File: src/rtl/bdc_pkg.sv
// Shared definitions for the barrel distortion correction pipeline:
// conformer state encoding and default geometry.
package bdc_pkg;

  // States of the input frame conformer
  typedef enum logic [2:0] {
    ST_WAIT_SOF,
    ST_ACTIVE,
    ST_PAD_LINE,
    ST_DISCARD,
    ST_PAD_FRAME
  } bdc_state_e;

  localparam int BDC_WIDTH       = 1920;
  localparam int BDC_HEIGHT      = 1080;
  localparam int BDC_DATA_WIDTH  = 24;
  localparam int BDC_COORD_WIDTH = 16;

endpackage

File: src/rtl/axis_out_reg.sv
// One-deep AXI4-Stream output register with advance logic.
// Holds a beat stable while the sink stalls.
module axis_out_reg #(
  parameter int DW = 24
) (
  input  logic          clk,
  input  logic          rst,
  input  logic          load_i,
  input  logic [DW-1:0] data_i,
  input  logic          last_i,
  input  logic          user_i,
  input  logic          tready_i,
  output logic [DW-1:0] tdata_o,
  output logic          tvalid_o,
  output logic          tlast_o,
  output logic          tuser_o,
  output logic          adv_o
);

  logic [DW-1:0] data_q;
  logic          valid_q;
  logic          last_q;
  logic          user_q;

  assign adv_o    = !valid_q || tready_i;
  assign tdata_o  = data_q;
  assign tvalid_o = valid_q;
  assign tlast_o  = last_q;
  assign tuser_o  = user_q;

  // Take a new beat whenever the slot is empty or being drained
  always_ff @(posedge clk) begin
    if (rst) begin
      data_q  <= '0;
      valid_q <= 1'b0;
      last_q  <= 1'b0;
      user_q  <= 1'b0;
    end else if (adv_o) begin
      valid_q <= load_i;
      if (load_i) begin
        data_q <= data_i;
        last_q <= last_i;
        user_q <= user_i;
      end
    end
  end

endmodule

File: src/rtl/axis_frame_conformer.sv
// Forces a raw video stream into fixed WIDTH x HEIGHT frames:
// pads short lines/frames, drops excess and pre-SOF beats.
module axis_frame_conformer
  import bdc_pkg::*;
#(
  parameter int                    WIDTH       = BDC_WIDTH,
  parameter int                    HEIGHT      = BDC_HEIGHT,
  parameter int                    DATA_WIDTH  = BDC_DATA_WIDTH,
  parameter int                    COORD_WIDTH = BDC_COORD_WIDTH,
  parameter logic [DATA_WIDTH-1:0] PAD_PIXEL   = '0,
  parameter bit                    EOF_TLAST   = 1'b1
) (
  input  logic                  clk,
  input  logic                  rst,
  input  logic [DATA_WIDTH-1:0] s_axis_tdata,
  input  logic                  s_axis_tvalid,
  input  logic                  s_axis_tlast,
  input  logic                  s_axis_tuser,
  output logic                  s_axis_tready,
  output logic [DATA_WIDTH-1:0] m_axis_tdata,
  output logic                  m_axis_tvalid,
  output logic                  m_axis_tlast,
  output logic                  m_axis_tuser,
  input  logic                  m_axis_tready,
  output logic                  err_short,
  output logic                  err_long,
  output logic                  err_early_sof,
  output logic                  frame_done
);

  localparam logic [COORD_WIDTH-1:0] XMAX = COORD_WIDTH'(WIDTH - 1);
  localparam logic [COORD_WIDTH-1:0] YMAX = COORD_WIDTH'(HEIGHT - 1);

  bdc_state_e             state_q;
  logic [COORD_WIDTH-1:0] x_q;
  logic [COORD_WIDTH-1:0] y_q;
  logic                   eof_q;
  logic                   err_short_q;
  logic                   err_long_q;
  logic                   err_sof_q;

  logic                   adv;
  logic                   emit;
  logic [DATA_WIDTH-1:0]  emit_data;
  logic                   emit_user;
  logic                   rdy;
  logic                   at_eol;
  logic                   at_eof;
  logic                   sof_in;

  assign at_eol = (x_q == XMAX);
  assign at_eof = at_eol && (y_q == YMAX);
  assign sof_in = s_axis_tvalid && s_axis_tuser;

  assign s_axis_tready = rdy && !rst;
  assign err_short     = err_short_q;
  assign err_long      = err_long_q;
  assign err_early_sof = err_sof_q;
  assign frame_done    = m_axis_tvalid && m_axis_tready && eof_q;

  // Per-state input acceptance and output beat selection
  always_comb begin
    rdy       = 1'b0;
    emit      = 1'b0;
    emit_data = PAD_PIXEL;
    emit_user = 1'b0;
    unique case (state_q)
      ST_WAIT_SOF: begin
        rdy       = adv || !s_axis_tuser;
        emit      = sof_in && adv;
        emit_data = s_axis_tdata;
        emit_user = 1'b1;
      end
      ST_ACTIVE: begin
        rdy       = adv && !s_axis_tuser;
        emit      = s_axis_tvalid && !s_axis_tuser && adv;
        emit_data = s_axis_tdata;
      end
      ST_PAD_LINE,
      ST_PAD_FRAME: begin
        emit = adv;
      end
      ST_DISCARD: begin
        rdy = !s_axis_tuser;
      end
      default: begin
        rdy = 1'b0;
      end
    endcase
  end

  axis_out_reg #(
    .DW (DATA_WIDTH)
  ) u_out (
    .clk      (clk),
    .rst      (rst),
    .load_i   (emit),
    .data_i   (emit_data),
    .last_i   (EOF_TLAST ? at_eof : at_eol),
    .user_i   (emit_user),
    .tready_i (m_axis_tready),
    .tdata_o  (m_axis_tdata),
    .tvalid_o (m_axis_tvalid),
    .tlast_o  (m_axis_tlast),
    .tuser_o  (m_axis_tuser),
    .adv_o    (adv)
  );

  // Frame position tracking, state transitions and error pulses
  always_ff @(posedge clk) begin
    if (rst) begin
      state_q     <= ST_WAIT_SOF;
      x_q         <= '0;
      y_q         <= '0;
      eof_q       <= 1'b0;
      err_short_q <= 1'b0;
      err_long_q  <= 1'b0;
      err_sof_q   <= 1'b0;
    end else begin
      err_short_q <= 1'b0;
      err_long_q  <= 1'b0;
      err_sof_q   <= 1'b0;
      if (adv) eof_q <= emit && at_eof;
      if (emit) begin
        if (at_eol) begin
          x_q <= '0;
          y_q <= at_eof ? '0 : y_q + COORD_WIDTH'(1);
        end else begin
          x_q <= x_q + COORD_WIDTH'(1);
        end
      end
      unique case (state_q)
        ST_WAIT_SOF: begin
          if (emit) state_q <= ST_ACTIVE;
        end
        ST_ACTIVE: begin
          if (sof_in) begin
            err_sof_q <= 1'b1;
            state_q   <= ST_PAD_FRAME;
          end else if (emit) begin
            if (s_axis_tlast && !at_eol) begin
              err_short_q <= 1'b1;
              state_q     <= ST_PAD_LINE;
            end else if (at_eol) begin
              err_long_q <= !s_axis_tlast;
              if (at_eof) state_q <= ST_WAIT_SOF;
              else if (!s_axis_tlast) state_q <= ST_DISCARD;
            end
          end
        end
        ST_PAD_LINE: begin
          if (emit && at_eol)
            state_q <= at_eof ? ST_WAIT_SOF : ST_ACTIVE;
        end
        ST_DISCARD: begin
          if (sof_in) begin
            err_sof_q <= 1'b1;
            state_q   <= ST_PAD_FRAME;
          end else if (s_axis_tvalid && s_axis_tlast) begin
            state_q <= ST_ACTIVE;
          end
        end
        ST_PAD_FRAME: begin
          if (emit && at_eof) state_q <= ST_WAIT_SOF;
        end
        default: state_q <= ST_WAIT_SOF;
      endcase
    end
  end

endmodule
File: config.mk
export PLATFORM = sky130hd
export DESIGN_NAME = axis_frame_conformer
export DESIGN_NICKNAME = d
export VERILOG_FILES = /design/src/rtl/bdc_pkg.sv /design/src/rtl/axis_out_reg.sv /design/src/rtl/axis_frame_conformer.sv
export SDC_FILE = /design/constraint.sdc
export NUM_CORES = 1
export LEC_CHECK = 0
export ABC_AREA = 1
export ABC_CLOCK_PERIOD_IN_PS = 1900
export BUFFER_PORTS_ARGS = -buffer_cell sky130_fd_sc_hd__buf_2
export CAP_MARGIN = 10
export CORE_MARGIN = 2
export CORE_UTILIZATION = 58
export CTS_BUF_LIST = sky130_fd_sc_hd__clkbuf_2 sky130_fd_sc_hd__clkbuf_4 sky130_fd_sc_hd__clkbuf_8
export DETAILED_ROUTE_END_ITERATION = 7
export PLACE_DENSITY = 0.87
export SLEW_MARGIN = 10
export SYNTH_ARGS = -nofsm -noshare
export SYNTH_HDL_FRONTEND = slang
export SYNTH_SLANG_ARGS = --single-unit
File: constraint.sdc
create_clock -name clk -period 1.9 [get_ports clk]
set_input_delay 0.095 -clock clk [delete_from_list [all_inputs] [get_ports clk]]
set_output_delay 0.095 -clock clk [all_outputs]
set_load 0.02 [all_outputs]
# Word-level counts from Yosys, hierarchy flattened
# Index checks and enable logic that the tools add are counted.
classes:
  add_sub_neg: 2
  eq_ne: 13
  muxes: 21
  n_bitwise: 4
  reduce_logical: 30
ops:
  columns: ["op", "n"]
  rows:
  - ["$mux 3", 11]
  - ["$add 16x1->16 const B", 2]
  - ["$eq 16x11->1 const B", 2]
  - ["$mux 16", 2]
  - ["$mux 24", 1]
  - ["$pmux 3 s5", 1]
  - ["$logic_and 1x1->1", 13]
  - ["$reduce_or 2->1", 4]
  - ["$reduce_and 7->1", 1]
  - ["$eq 3x2->1 const B", 2]
  - ["$ne 2x2->1 const B", 3]
  - ["$ne 3x3->1 const B", 2]
  - ["$pmux 1 s3", 2]
  - ["$reduce_or 6->1", 1]
  - ["$logic_not 1->1", 5]
  - ["$ne 5x5->1 const B", 1]
  - ["$mux 1", 4]
  - ["$ne 4x4->1 const B", 1]
  - ["$not 1->1", 4]
  - ["$reduce_and 2->1", 2]
  - ["$reduce_or 4->1", 1]
  - ["$eq 3x1->1 const B", 1]
  - ["$eq 3x3->1 const B", 1]
  - ["$logic_not 3->1", 1]
  - ["$logic_or 1x1->1", 2]
word_totals:
  ff_bits: 66
  input_bits: 30
  output_inout_bits: 32
  elab_cells: 81

# Longest topological paths before layout
logic_depth:
  ltp_word: 8
  ltp_mapped: 13
  depth_no_buf: 13

# Hierarchy
# A second synthesis with hierarchy kept.
unflattened:
  cells_unflattened: 621
  hier_area_um2: 3991.3
by_module_without_submodules:
  columns: ["mod", "instances", "cells_each", "area_each_um2"]
  rows:
  - ["axis_frame_conformer", 1, 446, 2720.1]
  - ["axis_out_reg", 1, 175, 1271.2]

# Least setup slack after synthesis
# OpenSTA, ideal clock, no wires.
synth_timing:
  path_kind: "register to register"
  from: "register x_q[0]"
  to: "register y_q[14]"
  setup_time_ns: 0.128
  arrival_time_ns: 1.476
  path_slack_ns: 0.296
  path_stages_with_launch: 12
  n_path_buf: 0
  synth_period_minus_slack_ns: 1.604
  path_cell_list: "dfxtp_1 ha_1 inv_1 nor2_2 nand3_1 nor2_4 inv_1 nor2_4 inv_2 nand2_1 o21a_1 nor2_1"
synth_between:
  elab_chain_cells: 3
  elab_cells_between_ends: 4
synth_lines:
  columns: ["element", "line_no", "text"]
  rows:
  - ["from (decl)", "axis_frame_conformer.sv:35", "logic [COORD_WIDTH-1:0] x_q;"]
  - ["from (signal assigned)", "axis_frame_conformer.sv:129", "x_q <= x_q + COORD_WIDTH'(1);"]
  - ["$eq 16x11->1 *", "axis_frame_conformer.sv:51", "assign at_eol = (x_q == XMAX);"]
  - ["$logic_and 1x1->1", "axis_frame_conformer.sv:52", "assign at_eof = at_eol && (y_q == YMAX);"]
  - ["$mux 16", "axis_frame_conformer.sv:127", "y_q <= at_eof ? '0 : y_q + COORD_WIDTH'(1);"]
  - ["to (signal assigned)", "axis_frame_conformer.sv:127", null]
  - ["to (decl)", "axis_frame_conformer.sv:36", "logic [COORD_WIDTH-1:0] y_q;"]
# Every way passes the cells marked *; elsewhere a longest branch is shown, timed or not.
# A chain may end at the register's enable or synchronous reset.

# Worst setup path after layout
layout_timing:
  from: "register x_q[13]"
  to: "register y_q[12]"
# Same word-level chain as after synthesis.

==> flow_metrics.py <==
metrics = {
    "status": {
        "outcome": "completed",
    },
    "setup_path": {
        "path_delay_family": "simple AND/OR/NAND/NOR gates",
        "crit_arrival_ps": 2030,
        "r2r_slack_ps": 140,
        "cp-end-kind": "flop",
        "critPathBufInv": 3,
        "critPathMaxStageDelay_ps": 350,
        "crit_fanout": 10,
        "critical_path_class": "flop to flop",
        "start_kind": "flop",
        "r2r-start": "x_q[13]$_SDFFE_PP0N_",
        "cp.required_ps": 2170,
        "timing.rr.end": "y_q[12]$_SDFFE_PP0P_",
        "path_depth": 10,
        "crit_path_cell_trace": "inv_1, nand2_1, nor3_1, nand2_1, nor2_4, inv_1, nor2_4, inv_2, o21a_1, nor2_1",
        "reg2regPathDepth": 10,
        "slowest_stage": "dfxtp_1",
    },
    "drt": {
        "ant_nets": 0,
        "wl_per_cell_um": 12.8,
        "drt-vias-per-instance": 5.40,
        "post-route-drc-count": 0,
        "drt_iter0_markers": 243,
        "wirelength_mm": 7.97,
        "drt_pass1_iterations": 4,
        "num_vias": 3367,
    },
    "grt": {
        "grt_max_degree": 29,
        "grt_pass1_wl_mm": 13.5,
        "grtUsageTotal_pct": 26.2,
        "gr-total-overflow": 0,
        "antenna_found_initial": 0,
        "grt_pass1_vias": 3173,
    },
    "logic_synthesis": {
        "synth_top_family_by_area": "simple AND/OR/NAND/NOR gates",
        "syn-cell-area_um2": 3380,
        "synth_edf_count": 0,
        "synth_simple_gate_area_share_pct": 38.0,
        "yosys.area_share.adder_pct": 0.740,
        "yosys_warnings": 0,
        "synth_mux_area_share_pct": 0,
        "seq_area_frac_synth_pct": 39.1,
        "syn-instance-count": 481,
        "syn_nets": 513,
        "synth_compound_area_share_pct": 12.5,
        "synth_xor_area_share_pct": 2.33,
        "synthArstFlopShare_pct": 0,
        "synth.distinct_cells": 37,
        "synth_ff_type": "dfxtp_1",
        "syn_area_per_cell_um2": 7.03,
        "yosys_register_bits": 66,
    },
    "timing": {
        "final_max_slew_viol_count": 0,
        "hold-worst-slack_ps": 14.4,
        "layout_setup_ws_ps": 140,
        "clock_skew_ps": 12.4,
        "fmax_mhz": 568,
        "fin_tns_setup_ps": 0,
        "tightestPinTransition_ps": 466,
        "finalCritPeriodShare_pct": 92.6,
        "layout_min_cycle_time_ps": 1760,
        "relSlewSlack_pct": 68.6,
        "final-setup-viol-count": 0,
        "hold_violations": 0,
        "rsz0062_at_grt": "false",
    },
    "power_and_ir_drop": {
        "combPwrFrac_pct": 32.8,
        "p_seq_share_pct": 40.6,
        "p_int_mw": 2.58,
        "clkPwrFrac_pct": 26.7,
        "vdd_drop_max_uv": 791,
        "netSwitchingFraction_pct": 37.6,
        "p_leak_nw": 1.78,
        "p_sw_mw": 1.55,
        "pwr_density_cell_nw_per_um2": 1030,
    },
    "floorplanning": {
        "core_um2": 5570,
        "die_x_um": 80.4,
        "die-area_um2": 6460,
        "num_rows": 27,
        "pin_count": 62,
        "die_y_um": 80.4,
        "start_util_pct": 60.7,
    },
    "placed_design": {
        "dpl.cell_count": 605,
        "place.gp.congestion": 0.952,
        "dp_hpwl_mm": 5.74,
        "pre_cts_ws_ps": 75.9,
        "io_buffers": 61,
    },
    "job": {
        "cap_violations": 0,
    },
    "min_path": {
        "min_path_cells": 3,
        "hold_path_end": "u_out.tdata_o[3]$_SDFFE_PP0P_",
        "min_path_type": "input pin to flop",
        "worstHoldStart": "s_axis_tdata[3]",
    },
    "cts": {
        "clockBufferDepth": 2,
        "clk_latency_ps": 340,
        "clkSlewWorstSetupHoldPaths_ps": 80,
        "cts_inserted_buffers": 9,
        "cts_tree": "yes",
        "h-tree-depth": 3,
        "cts-root-buf": "clkbuf_8",
        "cts_sinks": 66,
    },
    "finish": {
        "antenna_cells": 0,
        "nets": 580,
        "final_core_util_pct": 72.2,
        "fillers": 423,
        "drive_gt1_share_pct": 23.4,
        "areaGrowthSynthToFinish_pct": 18.9,
        "instances_no_fill": 624,
    },
}
==> kinds of logic (layout without fill, tap and decap cells) <==
family / count (synthesis) / in the layout
xor gates and xnor gates: 9 / 9
buffers and inverters: 63 / 134
DFF: 66 / 66
AOI/OAI and AO/OA: 77 / 77
and+or+nand+nor: 264 / 264
adders and majority gates: 2 / 2
==> registers in the layout, indices dropped and copies added, names as in the netlist, 3 cells and up <==
| signal | count |
|---|---|
| u_out.tdata_o | 24 |
| state_q | 3 |
| y_q | 16 |
| x_q | 16 |
==> cell usage in the layout, fill, tap and decap left out, types with 2 or more instances in the layout <==
master,synthesis,final
nor4_2,2,2
nand3b_1,3,3
o21ai_0,35,35
nand3_4,1,2
clkbuf_8,0,9
o21a_1,4,4
nor2_4,3,6
nor2_2,6,5
nor3_1,19,19
nand2_1,96,95
nor4_1,2,2
inv_1,41,41
a21oi_1,31,31
inv_2,7,7
nand4_1,11,11
dfxtp_2,0,4
ha_1,2,2
clkinv_2,0,4
nor2_1,56,54
nand2_4,6,5
buf_4,0,8
xor2_1,8,8
dfxtp_1,66,62
buf_2,6,61
or2_2,4,4
nand2_2,1,2
nand3_2,3,2
nand3_1,48,48
==> repair_timing <==
| item | 4_1_cts | 5_1_grt |
|---|---|---|
| buffers inserted | 0 | 3 |
| endpoints found under the setup margin | 0 | 18 |
| hold buffers | 1 | 0 |
| gates resized for setup | 0 | 14 |
| hold endpoints to repair | 1 | 0 |
==> worst max-delay path by stage <==
stage | startpoint | end | slack [ps]
2_1_floorplan | x_q[0]$_SDFFE_PP0N_ | y_q[14]$_SDFFE_PP0P_ | 300
3_3_place_gp | state_q[2]$_SDFFE_PP0P_ | y_q[11]$_SDFFE_PP0P_ | 190
3_5_place_dp | x_q[0]$_SDFFE_PP0N_ | y_q[12]$_SDFFE_PP0P_ | 80
4_1_cts | x_q[0]$_SDFFE_PP0N_ | y_q[12]$_SDFFE_PP0P_ | 60
5_1_grt | x_q[10]$_SDFFE_PP0N_ | y_q[11]$_SDFFE_PP0P_ | 4
6_report | x_q[13]$_SDFFE_PP0N_ | y_q[12]$_SDFFE_PP0P_ | 140
==> worst min-delay path, stage by stage <==
cell and delay (ps):
buf_2 90, nand2_1 50, o21ai_0 70
==> synth_stat cells, drive strengths merged, types with 2 or more instances <==
library cell  number  area (um2)
a211oi             2        20.0
nor4               4        37.5
nand4             11        68.8
a21oi             31         155
nand2            103         434
nor3              19        95.1
o21ai             38         205
inv               49         189
o21a               4        30.0
clkbuf             8        30.0
nor2              66         302
xor2               8        70.1
nand3             52         288
buf                6        30.0
ha                 2        25.0
or2                5        31.3
dfxtp             66        1320
nand3b             3        22.5
==> area by class of cell <==
class,count,area (um2),area share (%)
Clock inverter,6,58.8,1.46
Inverter,49,196,4.88
Timing Repair Buffer,70,375,9.33
Sequential cell,66,1330,33.0
Clock buffer,9,124,3.08
Tap cell,72,90.1,2.24
Multi-Input combinational cell,352,1850,46.0
==> metal layers <==
| layer | routed length [um] | vias up | global-route usage (%) |
|---|---|---|---|
| met5 | 0 | - | 0 |
| met4 | 146 | 0 | 10.7 |
| met3 | 435 | 13 | 5.39 |
| met2 | 3840 | 97 | 43.3 |
| met1 | 3550 | 1538 | 33.1 |
| li1 | - | 1719 | - |
==> stage by stage <==
| step | instance area [um2] | power (mW) |
|---|---|---|
| 3_3_place_gp | 3760 | 2.96 |
| 4_1_cts | 3950 | 4.10 |
| 5_1_grt | 4020 | 4.37 |
| 6_report | 4020 | 4.13 |
| 2_1_floorplan | 3380 | 2.62 |
| 3_5_place_dp | 3760 | 3.00 |
==> power by group through the flow <==
stage / logic, mW / registers [mW] / clock network, mW
final: 1.35 / 1.68 / 1.10
after global routing: 1.50 / 1.70 / 1.17
after CTS: 1.31 / 1.67 / 1.12
after detailed placement: 1.30 / 1.69 / 0
after global placement: 1.27 / 1.69 / 0
after floorplan: 0.750 / 1.87 / 0
(Power assumes the default switching activity.)
